`src/rtl/find_prime_if.sv`:
```
/******************************************************************************
 * Module   : find_prime_if
 * Purpose  : Handshake bundle between the level-adjust block and find_prime.
 *            Optional searchCycles member when CYCLE_COUNT_EN is defined.
 * Revision : 1.0 - initial release
 ******************************************************************************/
`default_nettype none

interface find_prime_if #(
  parameter int WIDTH = 7
);
  logic             findPrimeEnable;
  logic [WIDTH-1:0] primeNumberInput;
  logic [WIDTH-1:0] primeNumberOutput;
  logic             primeValid;
  logic             busy;
`ifdef CYCLE_COUNT_EN
  logic [15:0]      searchCycles;

  modport master (
    output findPrimeEnable, primeNumberInput,
    input  primeNumberOutput, primeValid, busy, searchCycles
  );
  modport slave (
    input  findPrimeEnable, primeNumberInput,
    output primeNumberOutput, primeValid, busy, searchCycles
  );
`else
  modport master (
    output findPrimeEnable, primeNumberInput,
    input  primeNumberOutput, primeValid, busy
  );
  modport slave (
    input  findPrimeEnable, primeNumberInput,
    output primeNumberOutput, primeValid, busy
  );
`endif
endinterface

`default_nettype wire

```
`src/rtl/find_prime.sv`:
```
/******************************************************************************
 * Module   : find_prime
 * Purpose  : Finds the smallest prime >= a sampled candidate by trial division
 *            with repeated subtraction. Optional macro: CYCLE_COUNT_EN.
 * Revision : 1.0 - initial release
 ******************************************************************************/
`default_nettype none

module find_prime #(
  parameter int WIDTH = 7
) (
  input  logic         clk,
  input  logic         rst,
  find_prime_if.slave  bus
);

  localparam logic [2:0] S_IDLE = 3'd0;
  localparam logic [2:0] S_TEST = 3'd1;
  localparam logic [2:0] S_SUB  = 3'd2;
  localparam logic [2:0] S_NEXT = 3'd3;
  localparam logic [2:0] S_DONE = 3'd4;

  localparam logic [WIDTH-1:0] TWO     = WIDTH'(2);
  localparam logic [WIDTH-1:0] ONE     = WIDTH'(1);
  localparam logic [WIDTH-1:0] CAND_MAX = {WIDTH{1'b1}};

  logic [2:0]       state_q, state_d;
  logic [WIDTH-1:0] cand_q, cand_d;
  logic [WIDTH-1:0] div_q, div_d;
  logic [WIDTH-1:0] rem_q, rem_d;
  logic [WIDTH-1:0] out_q, out_d;
  logic             valid_q, valid_d;
  logic             busy_q, busy_d;
  logic             en_prev_q;

  logic             start;
  logic [2*WIDTH-1:0] div_sq;
  logic [2*WIDTH-1:0] cand_ext;

  assign start    = bus.findPrimeEnable & ~en_prev_q;
  assign div_sq   = {{WIDTH{1'b0}}, div_q} * {{WIDTH{1'b0}}, div_q};
  assign cand_ext = {{WIDTH{1'b0}}, cand_q};

  always_ff @(posedge clk or posedge rst) begin
    if (rst) begin
      state_q   <= S_IDLE;
      cand_q    <= '0;
      div_q     <= '0;
      rem_q     <= '0;
      out_q     <= '0;
      valid_q   <= 1'b0;
      busy_q    <= 1'b0;
      en_prev_q <= 1'b0;
    end else begin
      state_q   <= state_d;
      cand_q    <= cand_d;
      div_q     <= div_d;
      rem_q     <= rem_d;
      out_q     <= out_d;
      valid_q   <= valid_d;
      busy_q    <= busy_d;
      en_prev_q <= bus.findPrimeEnable;
    end
  end

  always_comb begin
    state_d = state_q;
    cand_d  = cand_q;
    div_d   = div_q;
    rem_d   = rem_q;
    out_d   = out_q;
    busy_d  = busy_q;
    valid_d = 1'b0;
    case (state_q)
      S_IDLE: begin
        if (start) begin
          cand_d  = (bus.primeNumberInput < TWO) ? TWO : bus.primeNumberInput;
          div_d   = TWO;
          busy_d  = 1'b1;
          state_d = S_TEST;
        end
      end
      S_TEST: begin
        // No divisor up to sqrt(cand) divided it, so cand is prime.
        if (div_sq > cand_ext) begin
          state_d = S_DONE;
        end else begin
          rem_d   = cand_q;
          state_d = S_SUB;
        end
      end
      S_SUB: begin
        if (rem_q >= div_q) begin
          rem_d = rem_q - div_q;
        end else if (rem_q == '0) begin
          state_d = S_NEXT;
        end else begin
          div_d   = div_q + ONE;
          state_d = S_TEST;
        end
      end
      S_NEXT: begin
        cand_d  = (cand_q == CAND_MAX) ? TWO : cand_q + ONE;
        div_d   = TWO;
        state_d = S_TEST;
      end
      S_DONE: begin
        out_d   = cand_q;
        valid_d = 1'b1;
        busy_d  = 1'b0;
        state_d = S_IDLE;
      end
      default: state_d = S_IDLE;
    endcase
  end

`ifdef CYCLE_COUNT_EN
  logic [15:0] cnt_q, cnt_d;
  logic [15:0] cyc_q, cyc_d;
  logic [15:0] cnt_inc;

  // Saturating count of busy cycles; the DONE cycle itself is included.
  assign cnt_inc = (cnt_q == 16'hFFFF) ? 16'hFFFF : cnt_q + 16'd1;

  always_ff @(posedge clk or posedge rst) begin
    if (rst) begin
      cnt_q <= '0;
      cyc_q <= '0;
    end else begin
      cnt_q <= cnt_d;
      cyc_q <= cyc_d;
    end
  end

  always_comb begin
    cnt_d = cnt_q;
    cyc_d = cyc_q;
    if (state_q == S_IDLE && start) begin
      cnt_d = '0;
    end else if (busy_q) begin
      cnt_d = cnt_inc;
    end
    if (state_q == S_DONE) begin
      cyc_d = cnt_inc;
    end
  end

  always_comb begin
    bus.searchCycles = cyc_q;
  end
`endif

  always_comb begin
    bus.primeNumberOutput = out_q;
    bus.primeValid        = valid_q;
    bus.busy              = busy_q;
  end

endmodule

`default_nettype wire

```
`src/flat_wrapper.sv`:
```
// flat-port wrapper written by rule: the top's interface ports become plain ports
module find_prime_flat 
#(
  parameter int WIDTH = 7
)
  (clk, rst, bus_findPrimeEnable, bus_primeNumberInput, bus_primeNumberOutput, bus_primeValid, bus_busy);
  find_prime_if #(.WIDTH(WIDTH)) bus_i ();
  input  logic clk;
  input  logic rst;
  input wire logic [$bits(bus_i.findPrimeEnable)-1:0] bus_findPrimeEnable;
  input wire logic [$bits(bus_i.primeNumberInput)-1:0] bus_primeNumberInput;
  output wire logic [$bits(bus_i.primeNumberOutput)-1:0] bus_primeNumberOutput;
  output wire logic [$bits(bus_i.primeValid)-1:0] bus_primeValid;
  output wire logic [$bits(bus_i.busy)-1:0] bus_busy;
  assign bus_i.findPrimeEnable = bus_findPrimeEnable;
  assign bus_i.primeNumberInput = bus_primeNumberInput;
  assign bus_primeNumberOutput = bus_i.primeNumberOutput;
  assign bus_primeValid = bus_i.primeValid;
  assign bus_busy = bus_i.busy;
  find_prime #(.WIDTH(WIDTH)) u_core (.clk(clk), .rst(rst), .bus(bus_i));
endmodule
```
`config.mk`:
```
export PLATFORM = sky130hd
export DESIGN_NAME = find_prime_flat
export DESIGN_NICKNAME = d
export VERILOG_FILES = /design/src/rtl/find_prime_if.sv /design/src/rtl/find_prime.sv /design/src/flat_wrapper.sv
export SDC_FILE = /design/constraint.sdc
export NUM_CORES = 1
export LEC_CHECK = 0
export ABC_AREA = 1
export CAP_MARGIN = 20
export CORE_ASPECT_RATIO = 1.4
export CORE_MARGIN = 1
export CORE_UTILIZATION = 60
export DETAILED_ROUTE_END_ITERATION = 10
export DONT_BUFFER_PORTS = 1
export PLACE_DENSITY = 0.76
export REMOVE_ABC_BUFFERS = 1
export SKIP_LAST_GASP = 1
export SYNTH_ARGS = -nofsm -noshare
export SYNTH_HDL_FRONTEND = slang
export SYNTH_SLANG_ARGS = --single-unit
```
`constraint.sdc`:
```
create_clock -name clk -period 5.8 [get_ports clk]
set_clock_uncertainty 0.1 [all_clocks]
set_input_delay 1.16 -clock clk [delete_from_list [all_inputs] [get_ports clk]]
set_output_delay 1.16 -clock clk [all_outputs]
set_load 0.01 [all_outputs]
```
==> flow_metrics.env <==
export IMPL_fin_crit_sh_pct=85.8
export IMPL_utilization_pct=65.9
export IMPL_synthTopCellsByArea="dfrtp_1 (24%), ha_1 (15%), nand2_1 (14%), inv_1 (9.4%), fa_1 (8.0%)"
export IMPL_synth_fa_ha_area_share_pct=22.9
export IMPL_setup_viol=0
export IMPL_cp_num_cells=23
export IMPL_ir_worst_vdd_mv=0.127
export IMPL_clk_pin_slew_ns=0.07
export IMPL_clkPwrFrac_pct=13.4
export IMPL_cp_arrival_ns=5.05
export IMPL_cpPeakStageDelay_ns=0.53
export IMPL_drc=0
export IMPL_stdcell_area_mm2=0.00367
export IMPL_fin_hold_ws_ns=0.397
export IMPL_dr_total_vias=3065
export IMPL_grt_usage_pct=28.5
export IMPL_wire_per_inst_um=13.5
export IMPL_antenna_cells=0
export IMPL_drive_gt1_share_pct=4.45
export IMPL_status="finished, final reports clean"
export IMPL_start_util_pct=63.3
export IMPL_cts_sinks=34
export IMPL_synth_xor_area_share_pct=4.72
export IMPL_grt_pass1_wl_mm=13.5
export IMPL_ant_nets=0
export IMPL_port_buffers=0
export IMPL_cp_cell_sequence="nand2_1 > xor2_1 > ha_1 > inv_1 > fa_1 > inv_1 > fa_1 > inv_1 > fa_1 > inv_1 > ha_1 > xnor2_1 > inv_1 > ha_1 > or2_2 > nand3_1 > nor2_1 > nand3_1 > nor2_4 > nand3_4 > nand2_4 > nand2_1 > nand2_1"
export IMPL_hold_viol=0
export IMPL_nFillCells=516
export IMPL_synth_top_area_share_pct=24.1
export IMPL_place_gp_congestion=0.819
export IMPL_synth_edf_count=0
export IMPL_synth_top_family_by_area="simple AND/OR/NAND/NOR gates"
export IMPL_drt_iter0_markers=129
export IMPL_synth_simple_area_share_pct=27.1
export IMPL_yosysWarnings=0
export IMPL_finalSetupTns_ns=0
export IMPL_yosys_area_top_type="dfrtp_1"
export IMPL_antenna_found_initial=0
export IMPL_cts_made_buffers=5
export IMPL_max_clock_path_buffers=2
export IMPL_grt_pass1_vias=3178
export IMPL_fin_crit_ns=4.98
export IMPL_crit_start="u_core.div_q[6]"
export IMPL_path_buf_inv=5
export IMPL_min_path_type="flop to flop"
export IMPL_reg2reg_slack_ns=0.82
export IMPL_worst_pin_slew_ns=0.581
export IMPL_combPwrFrac_pct=53.6
export IMPL_async_reset_ff_share_pct=100
export IMPL_rsz0062_at_grt="no"
export IMPL_design_core_area_mm2=0.00557
export IMPL_synth_flop_cell="dfrtp_1"
export IMPL_cts_resized=0
export IMPL_viasPerCell=5.45
export IMPL_seq_power_share_pct=32.9
export IMPL_grt_overflow=0
export IMPL_path_max_fanout=10
export IMPL_path_delay_family="adder cells"
export IMPL_r2r_cells=23
export IMPL_hp_start="u_core.state_q[1]"
export IMPL_pre_cts_slack_ns=0.836
export IMPL_cts_tree="built"
export IMPL_r2r_end="u_core.rem_q[3]"
export IMPL_pin_count=19
export IMPL_place_hpwl_mm=6.32
export IMPL_layout_nets=559
export IMPL_cp_endpoint="u_core.rem_q[3]"
export IMPL_syn_area_mm2=0.00352
export IMPL_p_switching_mw=0.664
export IMPL_maxSlewViolCount=0
export IMPL_dpl_instance_area_mm2=0.00358
export IMPL_synth_cell_type_count=37
export IMPL_ys_ff_latch=34
export IMPL_num_rows=32
export IMPL_max_slew_margin_pct=61.1
export IMPL_crit_path_end_kind="flop"
export IMPL_drt_pass1_iterations=4
export IMPL_ys_seq_area_share_pct=24.1
export IMPL_crit_reg2reg_launch="u_core.div_q[6]"
export IMPL_critical_path_class="flop to flop"
export IMPL_final_setup_worst_slack_ns=0.822
export IMPL_p_leak_nw=2.11
export IMPL_synthCells=495
export IMPL_syn_area_per_cell_um2=7.12
export IMPL_crit_top_cell="inv_1"
export IMPL_clk_latency_ns=0.29
export IMPL_whs_path_depth=1
export IMPL_h_tree_depth=2
export IMPL_dieArea_mm2=0.00619
export IMPL_wl_mm=7.59
export IMPL_drv_cap=0
export IMPL_synth_compound_area_share_pct=10.3
export IMPL_die_h_um=92.7
export IMPL_required_ns=5.87
export IMPL_ctsHoldBuffers=0
export IMPL_p_int_mw=0.693
export IMPL_cts_setup_buffers=0
export IMPL_syn2layout_area_growth_pct=4.08
export IMPL_cts_root_buf="clkbuf_8"
export IMPL_power_switching_share_pct=48.9
export IMPL_start_kind="flop"
export IMPL_power_per_cell_area_mw_per_mm2=370
export IMPL_grt_max_degree=35
export IMPL_die_width_um=66.8
export IMPL_clock_fmax_mhz=201
export IMPL_muxShareOfSynthArea_pct=0
export IMPL_cp_slowest_cell="dfrtp_1"
-- through the flow --
step | power (mW) | instances
floorplan | 0.987 | 484
global placement | 1.14 | 554
detailed placement | 1.18 | 554
CTS | 1.36 | 562
global route | 1.50 | 562
finish | 1.36 | 562
-- cells in the mapped netlist, drive strengths merged, types with 4 or more instances --
| cell | count |
|---|---|
| a21oi | 19 |
| buf | 5 |
| clkbuf | 6 |
| dfrtp | 34 |
| fa | 14 |
| ha | 42 |
| inv | 89 |
| nand2 | 135 |
| nand3 | 34 |
| nand4 | 8 |
| nor2 | 32 |
| nor3 | 7 |
| o21ai | 35 |
| o21bai | 4 |
| xnor2 | 6 |
| xor2 | 13 |
-- cells in the final DEF (no fill, tap or decap), drive strengths merged --
master / netlist / layout
xnor2: 6 / 6
and3: 1 / 1
nand2: 135 / 135
buf: 5 / 2
nand4: 8 / 8
fa: 14 / 14
clkbuf: 6 / 7
ha: 42 / 42
or2: 1 / 1
nor4: 2 / 2
dfrtp: 34 / 34
o21a: 1 / 1
inv: 89 / 89
clkinv: 1 / 2
a31oi: 2 / 2
a21boi: 1 / 1
nor3: 7 / 7
nand3: 34 / 34
a21o: 1 / 1
nor2: 32 / 32
o21bai: 4 / 4
o211ai: 1 / 1
o21ai: 35 / 35
xor2: 13 / 13
a21oi: 19 / 19
o2111ai: 1 / 1
-- layer usage --
metal	track usage, %	up-vias	part of all wire, %
met5	0	-	0
met4	14.0	0	3.1
met3	3.20	18	2.6
met2	53.3	67	54
met1	30.2	1415	40
li1	-	1565	-
-- logic make-up after synthesis --
| kind of cell | after synthesis |
|---|---|
| AND/OR/NAND/NOR | 220 |
| buffers and inverters | 101 |
| XOR/XNOR | 19 |
| adder cells (fa/ha/maj) | 56 |
| flip-flops | 34 |
| AO/OA/AOI/OAI | 65 |
-- worst register-to-register path, stage by stage, from the launching register on --
cell	delay, ns
dfrtp_1	0.53
nand2_1	0.19
xor2_1	0.20
ha_1	0.27
inv_1	0.05
fa_1	0.53
inv_1	0.06
fa_1	0.53
inv_1	0.05
fa_1	0.52
inv_1	0.04
ha_1	0.34
xnor2_1	0.17
inv_1	0.06
ha_1	0.29
or2_2	0.29
nand3_1	0.09
nor2_1	0.05
nand3_1	0.11
nor2_4	0.05
nand3_4	0.11
nand2_4	0.09
nand2_1	0.09
nand2_1	0.06
-- worst min-delay path by stage --
stage,endpoint,slack [ns]
3_5_place_dp,u_core.bus.primeValid,0.39
6_report,u_core.bus.primeValid,0.40
2_1_floorplan,u_core.bus.primeValid,0.36
4_1_cts,u_core.bus.primeValid,0.40
5_1_grt,u_core.bus.primeValid,0.44
3_3_place_gp,u_core.bus.primeValid,0.38
-- power groups by stage --
stage,Sequential [mW],Clock (mW),Combinational (mW)
after floorplan,0.415,0,0.572
after global placement,0.447,0,0.698
after detailed placement,0.450,0,0.725
after CTS,0.446,0.184,0.729
after global routing,0.462,0.198,0.843
final,0.447,0.182,0.728
-- registers in the layout, summed over array words and instances (netlist names) --
register / cells
u_core.bus.busy: 1
u_core.bus.primeNumberOutput: 7
u_core.bus.primeValid: 1
u_core.cand_q: 7
u_core.div_q: 7
u_core.en_prev_q: 1
u_core.rem_q: 7
u_core.state_q: 3
-- final cells by class --
class | instances | area [um^2] | area share, %
multi-input combinational | 360 | 2290 | 62.4
sequential | 34 | 851 | 23.2
inverter | 90 | 338 | 9.21
clock buffer | 7 | 86.3 | 2.35
tap | 68 | 85.1 | 2.32
timing repair buffer | 2 | 15.0 | 0.409
clock inverter | 1 | 5.00 | 0.136
(Power assumes the default switching activity.)
